--- src/rtl/pe_arr_seq.sv ---
// pe_arr_seq: sequencer that streams K operand steps into PE_ARR with diagonal skew, one fire pulse and a done pulse.
// Ports: clk, rst (async, active-high), start, clear (sync abort), k_len -> busy, done;
//        buf_rd_en/buf_addr -> operand buffers, buf_w_data/buf_a_data <- buffers (1-cycle read latency);
//        arr_fire, arr_w, arr_a -> PE_ARR.
module pe_arr_seq #(
  parameter int ROWS   = 8,
  parameter int COLS   = 8,
  parameter int KW     = 8,
  parameter int PE_LAT = 1
) (
  input  logic                 clk,
  input  logic                 rst,
  input  logic                 start,
  input  logic                 clear,
  input  logic [KW-1:0]        k_len,
  output logic                 busy,
  output logic                 done,
  output logic                 buf_rd_en,
  output logic [KW-1:0]        buf_addr,
  input  logic [COLS*8-1:0]    buf_w_data,
  input  logic [ROWS*8-1:0]    buf_a_data,
  output logic                 arr_fire,
  output logic [COLS*8-1:0]    arr_w,
  output logic [ROWS*8-1:0]    arr_a
);
  localparam int D = ROWS + COLS + PE_LAT - 1;
  typedef enum logic [1:0] {S_IDLE, S_LOAD, S_DRAIN, S_DONE} state_t;
  state_t state, nxt;
  logic [KW-1:0] step, cnt, k_q;
  logic rd_q, fire_q;
  logic [COLS*8-1:0] w_in;
  logic [ROWS*8-1:0] a_in;
  always_ff @(posedge clk or posedge rst)
    if (rst) state <= S_IDLE;
    else state <= nxt;
  always_comb
    nxt = clear ? S_IDLE :
          state == S_IDLE  ? (start ? (k_len != '0 ? S_LOAD : S_DONE) : S_IDLE) :
          state == S_LOAD  ? (step == k_q - 1'b1 ? S_DRAIN : S_LOAD) :
          state == S_DRAIN ? (cnt == KW'(D - 1) ? S_DONE : S_DRAIN) :
          S_IDLE;
  always_comb begin
    busy      = state != S_IDLE;
    done      = state == S_DONE;
    buf_rd_en = state == S_LOAD;
    buf_addr  = buf_rd_en ? step : '0;
    arr_fire  = fire_q;
  end
  always_ff @(posedge clk or posedge rst)
    if (rst) begin
      step   <= '0;
      cnt    <= '0;
      k_q    <= '0;
      rd_q   <= 1'b0;
      fire_q <= 1'b0;
    end else if (clear) begin
      step   <= '0;
      cnt    <= '0;
      k_q    <= '0;
      rd_q   <= 1'b0;
      fire_q <= 1'b0;
    end else begin
      rd_q   <= state == S_LOAD;
      fire_q <= state == S_LOAD && step == '0;
      if (state == S_IDLE && start) begin
        k_q  <= k_len;
        step <= '0;
        cnt  <= '0;
      end
      if (state == S_LOAD) step <= step + 1'b1;
      if (state == S_DRAIN) cnt <= cnt + 1'b1;
    end
  // buffer data is only meaningful the cycle after a LOAD read; zeros fill the chain otherwise
  assign w_in = rd_q ? buf_w_data : '0;
  assign a_in = rd_q ? buf_a_data : '0;
  genvar i;
  for (i = 0; i < COLS; i++) begin : g_w
    if (i == 0) begin : g_z
      assign arr_w[7:0] = w_in[7:0];
    end else begin : g_d
      logic [7:0] p [i];
      always_ff @(posedge clk or posedge rst)
        if (rst) p <= '{default: '0};
        else if (clear) p <= '{default: '0};
        else begin
          p[0] <= w_in[8*i +: 8];
          for (int k = 1; k < i; k++) p[k] <= p[k-1];
        end
      assign arr_w[8*i +: 8] = p[i-1];
    end
  end
  for (i = 0; i < ROWS; i++) begin : g_a
    if (i == 0) begin : g_z
      assign arr_a[7:0] = a_in[7:0];
    end else begin : g_d
      logic [7:0] p [i];
      always_ff @(posedge clk or posedge rst)
        if (rst) p <= '{default: '0};
        else if (clear) p <= '{default: '0};
        else begin
          p[0] <= a_in[8*i +: 8];
          for (int k = 1; k < i; k++) p[k] <= p[k-1];
        end
      assign arr_a[8*i +: 8] = p[i-1];
    end
  end
endmodule

--- config.mk ---
export PLATFORM = sky130hd
export DESIGN_NAME = pe_arr_seq
export DESIGN_NICKNAME = d
export VERILOG_FILES = /design/src/rtl/pe_arr_seq.sv
export SDC_FILE = /design/constraint.sdc
export NUM_CORES = 1
export LEC_CHECK = 0
export ABC_AREA = 0
export ABC_CLOCK_PERIOD_IN_PS = 29000
export CAP_MARGIN = 0
export CORE_ASPECT_RATIO = 1.5
export CORE_MARGIN = 8
export CORE_UTILIZATION = 55
export DETAILED_ROUTE_END_ITERATION = 16
export DONT_BUFFER_PORTS = 1
export GPL_TIMING_DRIVEN = 0
export PLACE_DENSITY = 0.71
export SLEW_MARGIN = 25
export SYNTH_ARGS = -nofsm -noshare
export SYNTH_HDL_FRONTEND = slang
export SYNTH_SLANG_ARGS = --single-unit
--- constraint.sdc ---
create_clock -name clk -period 29 [get_ports clk]
set_input_delay 0 -clock clk [delete_from_list [all_inputs] [get_ports clk]]
set_output_delay 0 -clock clk [all_outputs]
set_load 0.005 [all_outputs]
# Yosys cells after proc, flatten, opt, wreduce, memory -nomap -nowiden
# Index checks and enable logic that the tools add are counted.
[totals]
ff_bits = 476
in_bits = 140
elab_cells = 113
[classes]
n_addsub = 3
n_eq_ne = 5
muxes = 34
n_reduce_logical = 9
[op_table]
columns = ["op", "count"]
rows = [
  ["$mux W64", 2],
  ["$mux W56", 2],
  ["$mux W48", 2],
  ["$mux W40", 2],
  ["$mux W8", 10],
  ["$mux W32", 2],
  ["$mux W24", 2],
  ["$mux W16", 2],
  ["$add A8 B1 Y8 const B", 2],
  ["$mux W2", 7],
  ["$eq A8 B4 Y1 const B", 1],
  ["$eq A8 B8 Y1", 1],
  ["$logic_not A8 Y1", 1],
  ["$reduce_bool A8 Y1", 1],
  ["$sub A8 B1 Y8 const B", 1],
  ["$reduce_bool A3 Y1", 2],
  ["$eq A2 B2 Y1 const B", 2],
  ["$reduce_bool A2 Y1", 2],
  ["$mux W1", 3],
  ["$eq A2 B1 Y1 const B", 1],
  ["$logic_and A1 B1 Y1", 2],
  ["$logic_not A2 Y1", 1],
]

# Logic depth before layout (Yosys ltp)
[logic_depth]
ltp_word = 6
depth_mapped = 7
ltp_nobuf = 7

# Worst setup path after synthesis
# OpenSTA, ideal clock, no wires.
[synth_path]
path_type = "reg2reg"
from = "register k_q[0]"
to = "register state[1]"
setup_time_ns = 0.123
arrival_ns = 1.604
t_required_ns = 28.877
slack_ns = 27.273
stages_incl_launch_ff = 8
n_path_buf = 0
period_less_slack_ns = 1.727
path_cell_list = "dfrtp_1 inv_1 ha_1 or3b_1 nor3_2 xnor2_1 nor3_2 o221a_2"
[synth_via]
elab_chain_cells = 6
[synth_lines]
columns = ["item", "line", "rtl"]
rows = [
  ["start: declaration", "29", "logic [KW-1:0] step, cnt, k_q;"],
  ["start signal: assignment", "66", "k_q <= k_len;"],
  ["$sub A8 B1 Y8", "39", "state == S_LOAD ? (step == k_q - 1'b1 ? S_DRAIN : S_LOAD) :"],
  ["$eq A8 B8 Y1", "39", ""],
  ["$mux W2 (2 in a row)", "39", ""],
  ["$mux W2", "38", "state == S_IDLE ? (start ? (k_len != '0 ? S_LOAD : S_DONE) : S_IDLE) :"],
  ["$mux W2", "37", "nxt = clear ? S_IDLE :"],
  ["named net nxt[1]", "28", "state_t state, nxt;"],
  ["end signal: assignment", "35", "else state <= nxt;"],
  ["end: declaration", "28", ""],
]
# The timed path passes the listed nets, and every way through them passes these cells.
# A chain may end at the register's enable or synchronous reset.

# Final worst setup path
[layout_path]
from = "register rd_q"
to = "register g_a[4].g_d.p[25] (netlist bit)"
[layout_via]
elab_chain_cells = 2
[layout_lines]
columns = ["item", "line", "rtl"]
rows = [
  ["start: declaration", "30", "logic rd_q, fire_q;"],
  ["start signal: assignment", "54", "rd_q <= 1'b0;"],
  ["start signal: assignment", "60", "rd_q <= 1'b0;"],
  ["start signal: assignment", "63", "rd_q <= state == S_LOAD;"],
  ["$mux W64", "75", "assign a_in = rd_q ? buf_a_data : '0;"],
  ["$mux W32", "99", "else if (clear) p <= '{default: '0};"],
  ["end: declaration", "96", "logic [7:0] p [i];"],
]
# Every way passes these cells.

==> flow_summary.toml <==
[global_route]
antenna_found_initial = 4
grt.busiest_layer = "met2"
use_met1_pct = 18.52
grt_pass1_wl_microns = 46930
grt.total_usage_pct = 16.46
gr-total-overflow = 0
grt_pass1_vias = 9318
met2_usage_pct = 28.89
grt_max_degree = 108
use_met3_pct = 4.430

[timing]
fin_ws_ns = 26.78
max_freq_mhz = 450.3
slew_headroom_pct = 44.34
setup_viol = 0
tightest_slew_ns = 0.8348
fin_skew_ns = 0.01026
period_share_pct = 7.658
final-hold-violation-count = 0
drv_slew = 0
period_needed_ns = 2.221
tns_ns = 0
rsz0062_at_grt = "false"

[yosys]
synth_top_cell_by_area = "dfrtp_1"
synth_area_per_cell_sq_um = 13.34
netlist_area_sq_um = 16690
ys.flop_type = "dfrtp_1"
synth_edf_count = 0
syn_nets = 1395
synth-async-reset-ratio_pct = 100.0
netlist_instances = 1251
synth_seq_area_share_pct = 71.37
yosys-top-cells-area = "dfrtp_1 (71%), nor2b_1 (13%), and2_1 (5.2%)"
yosysWarningCount = 0
synth_top_area_share_pct = 71.37
ys_types = 41
synth_seq_cells = 476

[power_and_ir_drop]
power.density_nw_per_um2 = 64.66
internal_power_mw = 1.034
clock_power_share_pct = 43.6
combPwrFrac_pct = 4.4
switching_power_uw = 262.3
peakVddDrop_v = 0.00006318
leakagePower_nw = 10.02
seqPwrFrac_pct = 52.0
power_mw = 1.296
sw_frac_of_total_pct = 20.23

[detailed_routing]
wl_per_cell_microns = 15.81
dr.pass1.iters = 4
routed_wl_microns = 29430
ant_nets = 0
drt_iter0_drc = 406
drc = 0
viasPerCell = 4.675
vias = 8704

[setup_path]
start_kind = "register"
path_cells = "nor2b_1 -> clkbuf_1 -> clkbuf_1 -> and2_1"
crit_path_max_fanout = 10
critPathKind = "reg2reg"
cp_slowest_cell = "clkbuf_1"
arrival_ns = 2.68
cp.required_ns = 29.46
cpMostUsedCell = "clkbuf_1"
r2r_setup_slack_ns = 26.78
worst-path-stages = 4
startpoint = "rd_q"
worst_r2r_path_depth = 4
worst-path-buf-inv = 2
cpPeakStageDelay_ns = 0.68
regToRegStartpoint = "rd_q"
crit_family = "buffers and inverters"
endpoint_kind = "register"

[cells_and_area]
finish.instance_area_sq_um = 20050
nets = 1572
final_common_cell = "dfrtp_1"
regArea_sq_um = 11910
final_cell_mix = "dfrtp_1 (476), nor2b_1 (340), and2_1 (140)"
syn2layout_area_growth_pct = 20.13
drive_above_1_share_pct = 12.00
num-fill-cells = 2118
multi_input_area_sq_um = 3804

[hold_path]
worstHoldPathCells = 4
hold_path_startpoint = "start"
hp-class = "in2reg"

[run_status]
status = "complete, no violations"

[job]
maxCapViolCount = 0

[placed_design]
gp_congestion = 0.8341
port_buffers = 0
place_area_sq_um = 17310
post-place-ws_ns = 26.72
hpwl_microns = 18710

[floorplan]
die_area_sq_um = 36290
die_width_microns = 158.2
die_h_microns = 229.4
design.core.area_sq_um = 30060
io_pins = 280
initial_core_util_pct = 55.52
rows = 78

[clock_tree]
cts-buffers-inserted = 41
cts_tree = "yes"
cts_buffer_depth = 3
cts_sinks = 476
clock_latency_ns = 0.53
cts-root-buf = "clkbuf_16"
htreeDepth = 2
clk_pin_slew_worst_paths_ns = 0.06
metrics by stage:
stage,hold WS (ns),utilization [%],instances
2_1_floorplan,0.1159,-,1251
3_3_place_gp,0.1289,57.19,1651
3_5_place_dp,-0.003034,57.58,1655
4_1_cts,0.006277,66.67,1858
5_1_grt,0.07189,66.70,1862
6_report,0.02520,66.70,1862
worst register-to-register path: cells and delay by family (launching register included):
family	cells	cell delay (ns)
buffers and inverters	2	1.10
flip-flops	1	0.41
AND/OR/NAND/NOR	2	0.63
registers in the layout, indices dropped and copies added, names as in the netlist:
signal,cells
step,8
k_q,8
rd_q,1
arr_w,48
arr_fire,1
arr_a,48
state,2
g_w.g_d.p,176
cnt,8
g_a.g_d.p,176
Yosys cell counts (all sizes together) (4+ instances only):
cell type / count
dfrtp: 476
clkbuf: 57
nor2: 30
ha: 4
o21ai: 19
mux2i: 6
xnor2: 6
buf: 97
nor2b: 340
inv: 9
and2: 140
nand2: 15
nand3: 7
nor4: 4
and3: 4
repair_timing:
action                                 in CTS  in global routing
hold buffers                              130                  0
endpoints found under the hold margin     317                  0
resized for setup                           0                  0
setup buffers                               0                  0
logic make-up (layout without fill, tap and decap cells):
kind of cell,count (synthesis),after routing,synth area share (%)
AND/OR/NAND/NOR,553,553,20.14
other,0,4,0
multiplexers,6,6,0.3599
XOR/XNOR,9,9,0.4723
flip-flops,476,476,71.37
adder cells (fa/ha/maj),4,4,0.2999
buffers and inverters,163,370,5.840
AO/OA/AOI/OAI,40,40,1.522
routing by layer:
| layer | wire length, microns | share of wire, % |
|---|---|---|
| met1 | 11190 | 38 |
| met2 | 15230 | 52 |
| met3 | 2176 | 7.4 |
| met4 | 828 | 2.8 |
| met5 | 0 | 0 |
path summary, 6_finish.rpt:
path,endpoint
max reg2reg,g_a[4].g_d.p[25]
max in group asynchronous,g_a[6].g_d.p[26]
min in group asynchronous,g_w[4].g_d.p[22]
min reg2reg,g_a[5].g_d.p[19]
min,state[1]
max,g_a[4].g_d.p[25]
power groups by stage:
stage / combinational (mW) / sequential, mW / clock (mW)
after detailed placement: 0.0420 / 0.687 / 0
after global placement: 0.0388 / 0.688 / 0
after CTS: 0.0573 / 0.674 / 0.580
after floorplan: 0.0306 / 0.686 / 0
final: 0.0564 / 0.675 / 0.565
after global routing: 0.0635 / 0.675 / 0.608
final cells by class:
class,instances,area share (%)
Antenna cell,4,0.04993
Clock inverter,14,1.017
Inverter,9,0.2059
Sequential cell,476,59.41
Clock buffer,59,6.116
Timing Repair Buffer,134,7.039
Tap cell,400,2.496
Buffer,154,4.693
Multi-Input combinational cell,612,18.97
No activity file was read; power rests on OpenSTA's default activity.
